## src/rtl/counter_pkg.sv

```systemverilog
// ============================================================================
// Module : counter_pkg
// Brief  : Shared width default, maximum-value helper and count type for the
//          saturating/wrapping up-counter.
// Rev    : 1.0  initial release
// ============================================================================
`default_nettype none

package counter_pkg;

    localparam int unsigned COUNTER_DEFAULT_WIDTH = 4;

    // All-ones value of a counter of the given width (2..32).
    function automatic logic [31:0] counter_max(input int unsigned width);
        return 32'hFFFF_FFFF >> (32 - width);
    endfunction

    typedef logic [COUNTER_DEFAULT_WIDTH-1:0] count_t;

endpackage : counter_pkg

`default_nettype wire

```

## src/rtl/counter_next.sv

```systemverilog
// ============================================================================
// Module : counter_next
// Brief  : Combinational next-count logic: increment below MAX, then hold or
//          wrap at MAX depending on the saturation enable.
// Rev    : 1.0  initial release
// ============================================================================
`default_nettype none

module counter_next
    import counter_pkg::*;
#(
    parameter int unsigned WIDTH = COUNTER_DEFAULT_WIDTH
) (
    input  logic [WIDTH-1:0] i_count,
    input  logic             i_sat_en,
    output logic [WIDTH-1:0] o_next_count
);

    localparam logic [WIDTH-1:0] C_MAX = WIDTH'(counter_max(WIDTH));
    localparam logic [WIDTH-1:0] C_ONE = {{(WIDTH-1){1'b0}}, 1'b1};

    logic             w_at_max;
    logic [WIDTH-1:0] w_incremented;

    always_comb begin
        w_at_max      = (i_count == C_MAX);
        // No carry-out: MAX + 1 overflows naturally to zero.
        w_incremented = i_count + C_ONE;
        o_next_count  = w_incremented;
        if (w_at_max && i_sat_en) begin
            o_next_count = i_count;
        end
    end

endmodule : counter_next

`default_nettype wire

```

## src/rtl/counter.sv

```systemverilog
// ============================================================================
// Module : counter
// Brief  : Free-running up-counter with selectable saturation at MAX and an
//          asynchronous active-low reset. Optional checks: COUNTER_ASSERTIONS_EN.
// Rev    : 1.0  initial release
// ============================================================================
`default_nettype none

module counter
    import counter_pkg::*;
#(
    parameter int unsigned WIDTH = COUNTER_DEFAULT_WIDTH
) (
    input  logic             clk,
    input  logic             reset,
    input  logic             satEn,
    output logic [WIDTH-1:0] output_data
);

    logic [WIDTH-1:0] count_q;
    logic [WIDTH-1:0] count_d;

    counter_next #(
        .WIDTH (WIDTH)
    ) u_counter_next (
        .i_count      (count_q),
        .i_sat_en     (satEn),
        .o_next_count (count_d)
    );

    always_ff @(posedge clk or negedge reset) begin
        if (!reset) begin
            count_q <= '0;
        end else begin
            count_q <= count_d;
        end
    end

    assign output_data = count_q;

`ifdef COUNTER_ASSERTIONS_EN
    localparam logic [WIDTH-1:0] C_MAX = WIDTH'(counter_max(WIDTH));
    localparam logic [WIDTH-1:0] C_ONE = {{(WIDTH-1){1'b0}}, 1'b1};

    if ((WIDTH < 2) || (WIDTH > 32)) begin : g_width_check
        $error("counter: WIDTH must be in 2..32");
    end

    a_increment: assert property (@(posedge clk) disable iff (!reset)
        (count_q != C_MAX) |=> (count_q == $past(count_q) + C_ONE));

    a_hold_at_max: assert property (@(posedge clk) disable iff (!reset)
        ((count_q == C_MAX) && satEn) |=> (count_q == C_MAX));

    a_wrap_at_max: assert property (@(posedge clk) disable iff (!reset)
        ((count_q == C_MAX) && !satEn) |=> (count_q == '0));

    a_zero_in_reset: assert property (@(posedge clk)
        !reset |-> (output_data == '0));
`endif

endmodule : counter

`default_nettype wire

```

## config.mk

```make
export PLATFORM = sky130hd
export DESIGN_NAME = counter
export DESIGN_NICKNAME = d
export VERILOG_FILES = /design/src/rtl/counter_pkg.sv /design/src/rtl/counter_next.sv /design/src/rtl/counter.sv
export SDC_FILE = /design/constraint.sdc
export NUM_CORES = 1
export LEC_CHECK = 0
export CAP_MARGIN = 10
export CORE_AREA = 2 2 39 41
export CTS_BUF_LIST = sky130_fd_sc_hd__clkbuf_16
export DETAILED_ROUTE_END_ITERATION = 7
export DIE_AREA = 0 0 41 43
export PLACE_DENSITY = 0.32
export SKIP_LAST_GASP = 1
export SLEW_MARGIN = 5
export SYNTH_ARGS = -nofsm -noshare
export SYNTH_HDL_FRONTEND = slang
export SYNTH_SLANG_ARGS = --single-unit
```

## constraint.sdc

```tcl
create_clock -name clk -period 3.5 [get_ports clk]
set_clock_uncertainty 0.1 [all_clocks]
set_input_delay 0.7 -clock clk [delete_from_list [all_inputs] [get_ports clk]]
set_output_delay 0.7 -clock clk [all_outputs]
set_load 0.02 [all_outputs]
```

==> reports/results.ini <==
[sta]
fmax_mhz = 480
worstMarginPinSlew_ns = 0.226
fin_setup_tns_ns = 0
rsz0062_at_grt = no
min_period_ns = 2.08
fin_crit_sh = 0.595
slew_viol_final = 0
hold_viol = 0
maxSlewHeadroom = 0.849
setup_violations = 0

[drt]
vias = 168
drtPass1Iterations = 1
wl_per_cell_um = 10.7
viasPerCell = 4.20
wl_met3_um = 65
highest_layer = met4
route.met2.wl_um = 149
wl_um = 426
drc_errors = 0
postRouteAntennaNets = 0
wl_met1_um = 187
drtIter0Drc = 0

[synth]
ys_ff_latch = 4
synthArstFlopShare = 1.00
yosysTopAreaCell = dfrtp_1
synth_flop_cell = dfrtp_1
yosysUniqueCellTypes = 12
yosys-top-cells-area = dfrtp_1, mux2_4, ha_1
syn-cell-area_um2 = 191
syn_inst = 15
syn-num-nets = 19
synth_top_cell_area_share = 0.523
syn_area_per_cell_um2 = 12.8
synth-edff-count = 0
yosysWarnings = 0
synth.most_common_cell = dfrtp_1
ys_seq_area_frac = 0.523

[finish]
n_antenna_cell = 0
syn2layout_area_growth_pct = 81.0
drive_gt1_frac = 0.250
largest_reg_flops = 4
layout.nets = 30

[setup_path]
cp_max_fo = 6
critical-path-top-delay-family = buffers and inverters
reg2reg_slack_ns = 2.16
cp_slowest_stage_delay_ns = 0.64
endpoint = output_data[2]
arrival_ns = 1.28
setup.worst_path.start = output_data[2]$_DFFE_PN0N_
cp-end-kind = output pin
startpoint_type = register
cp.required_ns = 2.70
worstSetupPathType = register to output pin
rr_endpoint = output_data[1]$_DFFE_PN0N_
cp.depth = 1
worstPathCellList = clkdlybuf4s50_1
ff2ff_path_depth = 3
crit_buf_inv = 1
r2r_start = output_data[0]$_DFFE_PN0N_
critPathSlowestCell = clkdlybuf4s50_1

[die]
chipWidth_um = 41
core_mm2 = 0.00138
fp.dieH_um = 43
num_rows = 14
initial_core_util = 0.138
io_pins = 7
die-area_mm2 = 0.00176

[global_routing]
grt_max_degree = 7
antenna_found_initial = 0
grt_pass1_wl_um = 669
grt_pass1_vias = 164
track_usage = 0.0736
overflow = 0

[power]
power_density_mw_per_mm2 = 1250
total_power_mw = 0.432
peakVddDrop_mv = 0.528
power_leakage_nw = 0.145

[place]
io_buffers = 6
gp_congestion = 0.628

[clocking]
cts-htree-levels = 1
numCtsBuffers = 3
clkSinkCount = 4
postCtsResizedCells = 0
clk_path_buf_depth = 2
cts_tree = done
cts_setup_buffers = 0
cts_root_buf = clkbuf_16
cts_hold_buf = 0
worstSkewPairLatency_ns = 0.22
clkTransAtPathRegs_ns = 0.03

[min_path]
holdCritPathClass = register to register

[status]
status = finished, final reports clean

[job]
cap_viol_max_count = 0

## routing by layer
| metal | GRT usage | up-vias |
|---|---|---|
| met5 | 0 | - |
| met4 | 0.0800 | 0 |
| met3 | 0.0995 | 5 |
| met2 | 0.0656 | 9 |
| met1 | 0.0684 | 80 |
| li1 | - | 74 |
## kinds of logic (layout without fill, tap and decap cells)
| group | Yosys count | in the layout | synth area share |
|---|---|---|---|
| adder cells (fa/ha/maj) | 1 | 1 | 0.0653 |
| buffers and inverters | 0 | 9 | 0 |
| AO/OA/AOI/OAI | 4 | 4 | 0.144 |
| XOR/XNOR | 1 | 1 | 0.0458 |
| flip-flops | 4 | 4 | 0.523 |
| AND/OR/NAND/NOR | 4 | 4 | 0.144 |
| multiplexers | 1 | 1 | 0.0784 |
## worst min-delay path by stage
stage,startpoint,end,slack (ns),cells past startpoint
floorplan,reset,output_data[0]$_DFFE_PN0N_,0.30,0
global placement,output_data[0]$_DFFE_PN0N_,output_data[0]$_DFFE_PN0N_,0.46,1
detailed placement,output_data[0]$_DFFE_PN0N_,output_data[0]$_DFFE_PN0N_,0.45,1
CTS,output_data[0]$_DFFE_PN0N_,output_data[0]$_DFFE_PN0N_,0.46,1
global route,output_data[0]$_DFFE_PN0N_,output_data[0]$_DFFE_PN0N_,0.48,1
finish,output_data[0]$_DFFE_PN0N_,output_data[0]$_DFFE_PN0N_,0.45,1
## where the power goes
group	internal (mW)	leakage [nW]	total, mW	switching (mW)
Clock	0.146	0.0370	0.176	0.0305
Sequential	0.0712	0.0451	0.105	0.0340
Combinational	0.0838	0.0633	0.150	0.0666
Total	0.301	0.145	0.432	0.131
## metrics by stage
stage                      util  hold WS (ns)  area, um2  cells  setup slack (ns)
after floorplan               -         0.304        191     15              2.10
after global placement    0.196         0.455        272     37              1.58
after detailed placement  0.196         0.449        272     37              1.58
after CTS                 0.250         0.460        347     40              1.41
after global routing      0.250         0.485        347     40              1.35
final                     0.250         0.455        347     40              1.42
## cell usage in the layout (no fill, tap or decap)
cell type        Yosys  layout
a31oi_1              1       1
nor2_1               1       1
mux2_4               1       1
and2_2               1       1
clkdlybuf4s50_1      0       6
nand2_1              1       1
nand4_2              1       1
dfrtp_1              4       4
clkbuf_16            0       3
xor2_1               1       1
a41oi_1              1       1
a21boi_0             1       1
ha_1                 1       1
a21oi_1              1       1
## layout make-up
cell class	instances	area, um2
Fill cell	141	1040
Sequential cell	4	100
Multi-Input combinational cell	11	91.3
Clock buffer	3	75.1
Timing Repair Buffer	6	60.1
Tap cell	16	20.0
No activity file was read; power rests on OpenSTA's default activity.
